## src/rtl/mshr_pkg.sv

```systemverilog
// Shared constants and FSM state encoding for the MSHR beat transmitter.
package mshr_pkg;

  localparam int DEPTH_DEF  = 8;
  localparam int DATA_W_DEF = 64;
  localparam int STALL_W    = 16;

  typedef enum logic [1:0] {
    IDLE = 2'd0,
    RD   = 2'd1,
    SEND = 2'd2
  } state_t;

endpackage

```

## src/rtl/mshr_beat_cnt.sv

```systemverilog
// Beat index counter with final-beat detection; a latched count of 0 means 2^DEPTH beats.
module mshr_beat_cnt #(
  parameter int DEPTH = 8
) (
  input  logic             clk,
  input  logic             rst,
  input  logic             clr,
  input  logic             inc,
  input  logic [DEPTH-1:0] n,
  output logic [DEPTH-1:0] idx,
  output logic             last
);

  logic [DEPTH-1:0] idx_q;

  always_ff @(posedge clk or negedge rst) begin
    if (!rst) begin
      idx_q <= '0;
    end else if (clr) begin
      idx_q <= '0;
    end else if (inc) begin
      idx_q <= idx_q + DEPTH'(1);
    end
  end

  // Modular subtraction makes n == 0 select the all-ones index as the last beat.
  assign idx  = idx_q;
  assign last = (idx_q == (n - DEPTH'(1)));

endmodule

```

## src/rtl/mshr_beat_tx.sv

```systemverilog
// Streams N beats from a synchronous-read data array to a valid/ready sink.
// Optional feature: define MSHR_BEAT_TX_STALL_CNT_EN to add the stall_cnt output.
module mshr_beat_tx
  import mshr_pkg::*;
#(
  parameter int DEPTH  = DEPTH_DEF,
  parameter int DATA_W = DATA_W_DEF
) (
  input  logic              clk,
  input  logic              rst,
  input  logic              req_valid,
  output logic              req_ready,
  input  logic [DEPTH-1:0]  req_n,
  output logic              rd_en,
  output logic [DEPTH-1:0]  rd_idx,
  input  logic [DATA_W-1:0] rd_data,
  output logic              beat_valid,
  input  logic              beat_ready,
  output logic [DATA_W-1:0] beat_data,
  output logic [DEPTH-1:0]  beat_idx,
  output logic              beat_last,
  output logic              done
`ifdef MSHR_BEAT_TX_STALL_CNT_EN
  ,
  output logic [STALL_W-1:0] stall_cnt
`endif
);

  state_t            state_q, state_d;
  logic [DEPTH-1:0]  n_q;
  logic [DATA_W-1:0] hold_q;
  logic              first_q;
  logic              done_q;
  logic [DEPTH-1:0]  idx;
  logic              last;
  logic              accept;
  logic              hs;
  logic              sending;

  assign sending = (state_q == SEND);
  assign accept  = (state_q == IDLE) && req_valid;
  assign hs      = sending && beat_ready;

  mshr_beat_cnt #(.DEPTH(DEPTH)) u_cnt (
    .clk  (clk),
    .rst  (rst),
    .clr  (accept),
    .inc  (hs && !last),
    .n    (n_q),
    .idx  (idx),
    .last (last)
  );

  always_ff @(posedge clk or negedge rst) begin
    if (!rst) begin
      state_q <= IDLE;
    end else begin
      state_q <= state_d;
    end
  end

  always_comb begin
    state_d = state_q;
    case (state_q)
      IDLE:    if (req_valid) state_d = RD;
      RD:      state_d = SEND;
      SEND:    if (beat_ready) state_d = last ? IDLE : RD;
      default: state_d = IDLE;
    endcase
  end

  // rd_data is only valid in the first SEND cycle, so it is forwarded then and held afterwards.
  always_ff @(posedge clk or negedge rst) begin
    if (!rst) begin
      n_q     <= '0;
      hold_q  <= '0;
      first_q <= 1'b0;
      done_q  <= 1'b0;
    end else begin
      if (accept) n_q <= req_n;
      if (first_q) hold_q <= rd_data;
      first_q <= (state_q == RD);
      done_q  <= hs && last;
    end
  end

  assign req_ready  = (state_q == IDLE);
  assign rd_en      = (state_q == RD);
  assign rd_idx     = rd_en ? idx : '0;
  assign beat_valid = sending;
  assign beat_data  = !sending ? '0 : (first_q ? rd_data : hold_q);
  assign beat_idx   = sending ? idx : '0;
  assign beat_last  = sending && last;
  assign done       = done_q;

`ifdef MSHR_BEAT_TX_STALL_CNT_EN
  logic [STALL_W-1:0] stall_q;

  always_ff @(posedge clk or negedge rst) begin
    if (!rst) begin
      stall_q <= '0;
    end else if (accept) begin
      stall_q <= '0;
    end else if (sending && !beat_ready && (stall_q != {STALL_W{1'b1}})) begin
      stall_q <= stall_q + STALL_W'(1);
    end
  end

  assign stall_cnt = stall_q;
`endif

endmodule

```

## config.mk

```make
export PLATFORM = sky130hd
export DESIGN_NAME = mshr_beat_tx
export DESIGN_NICKNAME = d
export VERILOG_FILES = /design/src/rtl/mshr_pkg.sv /design/src/rtl/mshr_beat_cnt.sv /design/src/rtl/mshr_beat_tx.sv
export SDC_FILE = /design/constraint.sdc
export NUM_CORES = 1
export LEC_CHECK = 0
export CAP_MARGIN = 20
export CORE_MARGIN = 8
export CORE_UTILIZATION = 46
export CTS_CLUSTER_DIAMETER = 150
export DETAILED_ROUTE_END_ITERATION = 7
export HOLD_SLACK_MARGIN = 0.03
export MAX_ROUTING_LAYER = met4
export PLACE_DENSITY_LB_ADDON = 0.12
export SETUP_SLACK_MARGIN = 0.2
export SYNTH_ARGS = -nofsm -noshare
export SYNTH_HDL_FRONTEND = slang
export SYNTH_SLANG_ARGS = --single-unit
```

## constraint.sdc

```tcl
create_clock -name clk -period 4.1 [get_ports clk]
set_clock_uncertainty 0.2 [all_clocks]
set_input_delay 0.615 -clock clk [delete_from_list [all_inputs] [get_ports clk]]
set_output_delay 0.615 -clock clk [all_outputs]
set_load 0.1 [all_outputs]
```

# After elaboration in Yosys (flattened, before gate mapping)
# Index checks and enable logic that the tools add are counted.
# W data, S select, Z words.
# word_totals
ff_bits,84
out_inout_bits,85
word_cells,32
# op_classes
n_mux,10
add_sub_neg,2
n_reduce_logical,9
eq_ne,5
# op_table
operator,n
$mux W64,2
$mux W8,4
$add A8 B1 Y8 const B,1
$eq A8 B8 Y1,1
$sub A8 B1 Y8 const B,1
$pmux W2 S3,1
$logic_and A1 B1 Y1,5
$mux W2,2
$ne A2 B2 Y1 const B,2
$eq A2 B1 Y1 const B,1
$eq A2 B2 Y1 const B,1
$logic_not A2 Y1,1
$reduce_and A2 Y1,1
$reduce_bool A2 Y1,1
$logic_not A1 Y1,1
$mux W1,1

# Depth between registers and ports, before layout
# Gate-level depths: netlist of run 1.
# depth
depth_word,6
mapped_depth,9

# Hierarchy
# From an unflattened synthesis of run 1, not the netlist that was laid out.
# hier_totals
hier_cells,327
area_unflattened_um2,4297.9
# by_module_without_submodules
module,cells_each,area_each_um2,n_inst
mshr_beat_tx,257,3664.8,1
mshr_beat_cnt,70,633.1,1

# Worst setup path before layout of run 1
# OpenSTA, ideal clock, no wires.
# synth_path
path_kind,reg-to-output
start,reg n_q[0]
end,out beat_last
arrival_time_ns,2.711
stages_incl_launch_ff,9
path_slack_ns,0.574
path_buffers,1
cell_sequence,dfrtp_1 inv_1 ha_1 or3b_4 nor4_2 o2111ai_2 a311oi_4 buf_6 and2_1
# synth_via
elab_chain_len,3
# synth_lines
item,line_no,text
"start, declared",mshr_beat_tx.sv:30,logic [DEPTH-1:0] n_q;
"start signal, assigned",mshr_beat_tx.sv:80,if (accept) n_q <= req_n;
$sub A8 B1 Y8,mshr_beat_cnt.sv:28,assign last = (idx_q == (n - DEPTH'(1)));
$eq A8 B8 Y1,mshr_beat_cnt.sv:28,
$logic_and A1 B1 Y1,mshr_beat_tx.sv:93,assign beat_last = sending && last;
"end, declared",mshr_beat_tx.sv:21,"output logic beat_last,"
# No other way between the ends.

# Worst setup path in the final report of run 1
# Same ends and word-level chain as after synthesis.

==> results.yml, run 1 <==
routing:
  drcViolationCount: 0
  drtIter0Drc: 100
  wl_um: 10200
  drt-pass1-iter-count: 4
  viasPerCell: 4.92
  vias: 3041
  post_drt_wl_per_cell_um: 16.6
  drt.antenna.violating_nets: 0
global_routing:
  grt_max_degree: 62
  track_usage_pct: 17.7
  grt_use_met2_pct: 28.4
  grt_overflow: 0
  met3_usage_pct: 3.49
  met1_usage_pct: 21.9
  gr-max-usage-layer: "met2"
  grt_pass1_wl_um: 16200
  grt_pass1_vias: 3211
  antenna_found_initial: 0
synth:
  ys_seq_elements: 84
  synth_fp_nets: 428
  synth_warnings: 0
  synth_edf_count: 0
  syn_inst: 350
  yosysSeqAreaShare_pct: 51.7
  synth_top_flop_cell: "dfrtp_1"
  async_flop_share_pct: 100
  synth_cell_types: 38
  syn_avg_cell_area_um2: 11.6
  synth.cell_area_mm2: 0.00407
timing:
  period_needed_ps: 3550
  maxSlewViolCount: 0
  fin_setup_tns_ps: 0
  slew_headroom_pct: 33.9
  fmax_mhz: 282
  tightest_slew_ps: 989
  finalHoldViolations: 0
  finalSetupViolations: 0
  finalCritPeriodShare_pct: 86.5
  rsz0062_at_grt: "no"
layout:
  drive_gt1_share_pct: 34.5
  area_growth_pct: 41.8
  antennaDiodeCount: 0
  nets: 583
  n_fill_cell: 679
status:
  status: "finished, final reports clean"
die:
  coreArea_mm2: 0.00864
  fp.dieW_um: 110
  rows: 34
  io_pins: 161
  die_y_um: 110
  start_util_pct: 47.1
  die-area_mm2: 0.0121
critical_path:
  slowest_stage: "dfrtp_1"
  crit_type: "reg2out"
  cp.required_ps: 3280
  crit_chain: "inv_1, ha_1, or3b_4, nor4_2, o2111ai_2, a311oi_4, buf_4, and2_1, buf_12"
  cp_top_family: "simple AND/OR/NAND/NOR gates"
  crit_buf_inv: 3
  end_kind: "primary output"
  startpoint_type: "register"
  r2r-end: "u_cnt.idx[4]"
  regToRegStartpoint: "n_q[0]"
  rrSetupSlack_ps: 1360
  slowest_delay_ps: 460
  worstPathArrival_ps: 2730
  worstPathMaxFanout: 17
  rr_worst_depth: 9
clocking:
  clk-insertion-delay-late_ps: 340
  cts_num_sinks: 84
  cts_max_level: 3
  clock_path_buffers: 2
  cts_post_setup_buffers_inserted: 0
  cts_tree: "built"
  root_buffer: "clkbuf_8"
  hold_buffers: 0
  post_cts_resized: 0
  numCtsBuffers: 9
  clk_pin_slew_ps: 90
job:
  maxCapViolCount: 0
placement:
  io_buffer_count: 160
  place_congestion: 0.845
  hpwl_um: 7590
worst_hold_path:
  hp-class: "in2async"
==> cell usage in the layout (no fill, tap or decap), drive strengths merged, types with 4 or more instances in the layout <==
master and instances:
xor2 4, nand2 26, nor3 5, o211ai 4, clkbuf 11, inv 9, buf 88, dfrtp 84
and2 83, nor2 4, clkdlybuf4s50 77, mux2 64, o21ai 7
==> logic make-up after synthesis <==
family | synth area share, %
mux | 18.2
xor+xnor | 1.51
simple gates | 19.7
compound gates | 5.48
buf+inv | 2.86
flops | 51.7
fa+ha+maj | 0.615
==> how the worst max path moves through the flow <==
stage / cells past startpoint / slack (ps) / to / from
global placement: 9 / 1000 / beat_last / n_q[0]
finish: 9 / 550 / beat_last / n_q[0]
floorplan: 8 / 570 / beat_last / n_q[0]
CTS: 9 / 540 / beat_last / n_q[0]
detailed placement: 9 / 940 / beat_last / n_q[0]
global route: 9 / 430 / beat_last / n_q[0]
==> worst register-to-register path: stages (launching register included) <==
cell and delay (ps):
dfrtp_1 460, inv_1 100, ha_1 170, or3b_4 400, o31a_1 260, o2111ai_2 230
a311oi_4 70, buf_4 210, nor4b_2 350, mux2i_1 210
==> per-stage QoR <==
step / hold WS [ps] / utilization [%] / instances / instance area, µm² / setup WS [ps]
2_1_floorplan: 119 / - / 350 / 4070 / 574
3_3_place_gp: 273 / 64.5 / 602 / 5570 / 996
3_5_place_dp: 280 / 64.5 / 602 / 5570 / 936
4_1_cts: 156 / 66.8 / 618 / 5770 / 538
5_1_grt: 182 / 66.8 / 618 / 5770 / 430
6_report: 126 / 66.8 / 618 / 5770 / 552
==> layout make-up <==
class,instances,area [µm²],share of cell area [%]
Sequential cell,84,2100,36.5
Timing Repair Buffer,165,1460,25.3
Clock inverter,5,61.3,1.06
Inverter,8,30.0,0.521
Tap cell,108,135,2.34
Clock buffer,11,131,2.28
Multi-Input combinational cell,237,1850,32.1
==> cell usage after synthesis, types with 2 or more instances <==
cell	count	area, µm²
a21o_1	2	15.0
a21oi_1	2	10.0
and2_1	83	519
clkbuf_1	20	75.1
dfrtp_1	84	2100
ha_1	2	25.0
inv_1	8	30.0
mux2_2	64	721
mux2i_1	2	20.0
nand2_1	26	97.6
nand2b_1	3	18.8
nand4_1	3	18.8
nor2_1	4	15.0
nor3_1	5	25.0
nor4b_2	2	30.0
o211ai_1	4	30.0
o21ai_0	6	30.0
o31ai_1	3	22.5
or3_1	3	18.8
xnor2_1	3	26.3
xor2_1	4	35.0
==> state kept, by name, summed over array words and instances (netlist names) <==
name,cells
n_q,8
state_q,2
done,1
u_cnt.idx,8
first_q,1
hold_q,64
==> layer usage <==
metal,share of wire [%],wire (µm)
met1,43,4440
met2,48,4950
met3,7.4,761
met4,0.92,94
met5,0,0
Power of run 1 is left out: the tool's default activity adds up to more than one toggle a clock period on the data nets, which glitch-free logic cannot reach.
==> run 2: changes to the inputs <==
SYNTH_HIERARCHICAL = 1   (was unset)
==> run 2 against run 1 <==
Effect of this change: synthesized area is 5.7% higher; hold slack improved by 56 ps; via count is 4.0% lower; wire length is 4.3% higher; critical path type unchanged.
==> results.yml, run 2 <==
synth:
  syn_avg_cell_area_um2: 13.1
  synth_edf_count: 0
  synth_fp_nets: 405
  async_flop_share_pct: 100
  syn_inst: 327
  synth_cell_types: 38
  synth.most_common_cell: "dfrtp_1"
  yosys-top-cells-area: "dfrtp_1, mux2_4, and2_1"
  synth_warnings: 6
  synth_top_flop_cell: "dfrtp_1"
  synth_common_cells: "dfrtp_1, and2_1, mux2_4"
  synth_top_area_cell: "dfrtp_1"
  synth.cell_area_mm2: 0.00430
  yosysSeqAreaShare_pct: 48.9
  synth_top_area_share_pct: 48.9
  ys_seq_elements: 84
routing:
  wl_um: 10700
  post_drt_wl_per_cell_um: 17.9
  drtIter0Drc: 107
  drcViolationCount: 0
  drt.antenna.violating_nets: 0
  drt-pass1-iter-count: 4
  viasPerCell: 4.88
  vias: 2919
placement:
  place_congestion: 0.782
  placedCellCount: 582
  io_buffer_count: 160
  hpwl_um: 7770
critical_path:
  startpoint_type: "register"
  cp.required_ps: 3280
  worstSetupStartpoint: "n_q[0]"
  worstPathArrival_ps: 2820
  endpoint: "beat_last"
  end_kind: "primary output"
  rrSetupSlack_ps: 850
  rr_worst_depth: 10
  worstPathMaxFanout: 5
  r2r-end: "u_cnt/idx[7]"
  crit_type: "reg2out"
  regToRegStartpoint: "n_q[0]"
layout:
  nets: 560
  largest_register_ff_count: 64
  antennaDiodeCount: 0
  layout_commonest_cell: "buf_4"
  area_growth_pct: 38.9
  regMostFlops: "hold_q"
  layout.cells.non_filler: 598
  most-common-layout-cells: "buf_4, dfrtp_1, and2_1"
  drive_gt1_share_pct: 37.0
clocking:
  clk-insertion-delay-late_ps: 360
  post_cts_resized: 0
  clock_path_buffers: 2
  cts_max_level: 3
  cts_post_setup_buffers_inserted: 0
  cts_num_sinks: 84
  cts_tree: "built"
  numCtsBuffers: 9
  root_buffer: "clkbuf_8"
  clk_pin_slew_ps: 70
  hold_buffers: 0
die:
  io_pins: 161
  die-area_mm2: 0.0127
  coreArea_mm2: 0.00915
  die_y_um: 113
  start_util_pct: 47.0
  rows: 35
  fp.dieW_um: 113
status:
  status: "finished, final reports clean"
timing:
  fin_setup_tns_ps: 0
  slew_headroom_pct: 33.7
  tightest_slew_ps: 991
  fmax_mhz: 275
  finalHoldViolations: 0
  rsz0062_at_grt: "no"
  period_needed_ps: 3630
  finalSetupViolations: 0
  finalCritPeriodShare_pct: 88.6
  maxSlewViolCount: 0
job:
  maxCapViolCount: 0
global_routing:
  track_usage_pct: 17.4
  antenna_found_initial: 0
  grt_pass1_vias: 3171
  grt_pass1_wl_um: 17000
  grt_max_degree: 70
  grt_overflow: 0
worst_hold_path:
  hp-class: "in2async"
==> run 2: cells by family (layout without fill, tap and decap cells) <==
logic type / Yosys count / after routing / synth area share (%)
AOI/OAI and AO/OA: 12 / 12 / 2.21
xor gates and xnor gates: 14 / 14 / 2.85
adders and majority gates: 2 / 2 / 0.582
buffers and inverters: 23 / 183 / 4.08
DFF: 84 / 84 / 48.9
muxes: 73 / 73 / 24.3
and+or+nand+nor: 119 / 119 / 17.0
==> run 2: worst max-delay path, stage by stage (launching register included) <==
cell,delay (ps)
dfrtp_1,440
inv_1,80
ha_1,230
or3b_1,400
a211oi_1,260
o211ai_1,120
a211oi_1,430
and2_1,210
buf_4,290
==> run 2: per-layer routing <==
layer  share of wire, %  global-route usage [%]  vias to the layer above  routed length, µm
met3                5.2                    5.10                       18                555
li1                   -                       -                     1404                  -
met2                 51                    29.3                       80               5490
met1                 42                    19.3                     1417               4440
met5                  0                       -                        -                  0
met4                1.9                    6.29                        0                202
==> run 2: final cells by class <==
cell class | instances | area [µm²]
sequential | 84 | 2110
clock inverter | 5 | 100
inverter | 3 | 11.3
tap | 111 | 139
clock buffer | 11 | 141
fill | 733 | 3180
multi-input combinational | 220 | 2030
timing repair buffer | 164 | 1450
==> run 2: worst min path at each step <==
| stage | start | end |
|---|---|---|
| after floorplan | rst | done |
| after global placement | hold_q[30] | hold_q[30] |
| after detailed placement | hold_q[52] | hold_q[52] |
| after CTS | rst | hold_q[4] |
| after global routing | rst | state_q[1] |
| final | rst | hold_q[6] |
==> run 2: stage by stage <==
stage                     hold slack (ps)  cell area, µm²  util, %  setup slack, ps
after floorplan                       119            4300        -              800
after global placement                272            5730     62.6              911
after detailed placement              276            5730     62.6              837
after CTS                             200            5970     65.2              430
after global routing                  235            5970     65.2              225
final                                 182            5970     65.2              468
Power of run 2 is left out for the same reason.
==> run 3: changes to the inputs <==
CORE_UTILIZATION = 45   (was 46)
==> run 3 against run 2 <==
Effect of this change: global-route usage down 0.23 points; first-iteration DRC count up 24%; via count up 1.6%; core utilization down 0.83 points; design area down 0.34%.
==> results.yml, run 3 (synthesized netlist as in run 2, its figures left out) <==
placement:
  placedCellCount: 601
  hpwl_um: 7650
  place_congestion: 0.766
  io_buffer_count: 160
routing:
  drcViolationCount: 0
  drtIter0Drc: 133
  wl_um: 10600
  vias: 2966
  post_drt_wl_per_cell_um: 17.2
  viasPerCell: 4.81
  drt.antenna.violating_nets: 0
  drt-pass1-iter-count: 4
timing:
  finalCritPeriodShare_pct: 87.4
  period_needed_ps: 3580
  tightest_slew_ps: 1040
  maxSlewViolCount: 0
  finalHoldViolations: 0
  fmax_mhz: 279
  rsz0062_at_grt: "no"
  finalSetupViolations: 0
  fin_setup_tns_ps: 0
  slew_headroom_pct: 30.7
critical_path:
  startpoint_type: "register"
  end_kind: "primary output"
  crit_chain: "inv_1, ha_1, or3b_1, a211oi_1, o211ai_1, a211oi_1, and2_1, buf_4"
  worstPathMaxFanout: 5
  worstSetupStartpoint: "n_q[0]"
  cp.required_ps: 3280
  cp_common_cell: "a211oi_1"
  slowest_stage: "dfrtp_1"
  slowest_delay_ps: 430
  crit_type: "reg2out"
  cp_top_family: "compound AO/OA/AOI/OAI gates"
  crit_buf_inv: 2
  worstPathArrival_ps: 2770
  regToRegStartpoint: "n_q[0]"
layout:
  layout.cells.non_filler: 617
  multi_input_area_mm2: 0.00203
  antennaDiodeCount: 0
  drive_gt1_share_pct: 36.9
  regMostFlops: "hold_q"
  largest_register_ff_count: 64
  n_fill_cell: 746
  area_growth_pct: 38.4
  regArea_mm2: 0.00211
  most-common-layout-cells: "buf_4, dfrtp_1, and2_1"
  nets: 561
  layout_commonest_cell: "buf_4"
global_routing:
  antenna_found_initial: 0
  grt_pass1_wl_um: 17200
  grt_pass1_vias: 3274
  grt_max_degree: 60
  track_usage_pct: 17.2
  grt_overflow: 0
clocking:
  cts_num_sinks: 84
  hold_buffers: 0
  clock_path_buffers: 2
  cts_post_setup_buffers_inserted: 0
  cts_max_level: 3
  post_cts_resized: 0
  numCtsBuffers: 9
  clk_pin_slew_ps: 80
  root_buffer: "clkbuf_8"
  cts_tree: "built"
  clk-insertion-delay-late_ps: 340
status:
  status: "finished, final reports clean"
die:
  io_pins: 161
  rows: 35
  start_util_pct: 46.5
  fp.dieW_um: 114
  die-area_mm2: 0.0129
  coreArea_mm2: 0.00924
  die_y_um: 114
worst_hold_path:
  hp-class: "in2async"
job:
  maxCapViolCount: 0
==> run 3: cell count changes in the layout (fill, tap and decap cells not counted) <==
cell	delta
bufinv_16	-2
clkinvlp_4	+2
clkinv_2	-2
clkbuf_1	+1
buf_12	-1
buf_4	+2
clkbuf_8	+1
==> run 3: final cells by class <==
cell class | count | area share [%]
Sequential cell | 84 | 35.4
Tap cell | 129 | 2.71
Clock inverter | 3 | 0.757
Timing Repair Buffer | 165 | 24.2
Inverter | 3 | 0.189
Multi-Input combinational cell | 220 | 34.0
Clock buffer | 13 | 2.67
==> run 3: worst paths after layout <==
| path | to | slack (ps) | depth (start not counted) |
|---|---|---|---|
| max | beat_last | 520 | 8 |
| min in group clk | hold_q[48] | 290 | 1 |
| max in group asynchronous | hold_q[48] | 2720 | 2 |
| max reg2reg | u_cnt/idx[6] | 700 | 10 |
| min reg2reg | hold_q[48] | 290 | 1 |
| min | hold_q[4] | 110 | 1 |
==> run 3: per-stage QoR <==
stage / instance area, µm² / hold slack (ps) / utilization (%) / worst slack [ps]
floorplan: 4300 / 119 / - / 800
global placement: 5750 / 272 / 62.2 / 934
detailed placement: 5750 / 274 / 62.2 / 776
CTS: 5950 / 150 / 64.4 / 521
global route: 5950 / 192 / 64.4 / 277
finish: 5950 / 111 / 64.4 / 518
==> run 3: routing by layer <==
| metal | GRT usage (%) | share of wire (%) |
|---|---|---|
| met1 | 21.6 | 46 |
| met2 | 27.2 | 48 |
| met3 | 3.59 | 5.0 |
| met4 | 5.86 | 0.87 |
| met5 | - | 0 |
Power of run 3 is left out for the same reason.
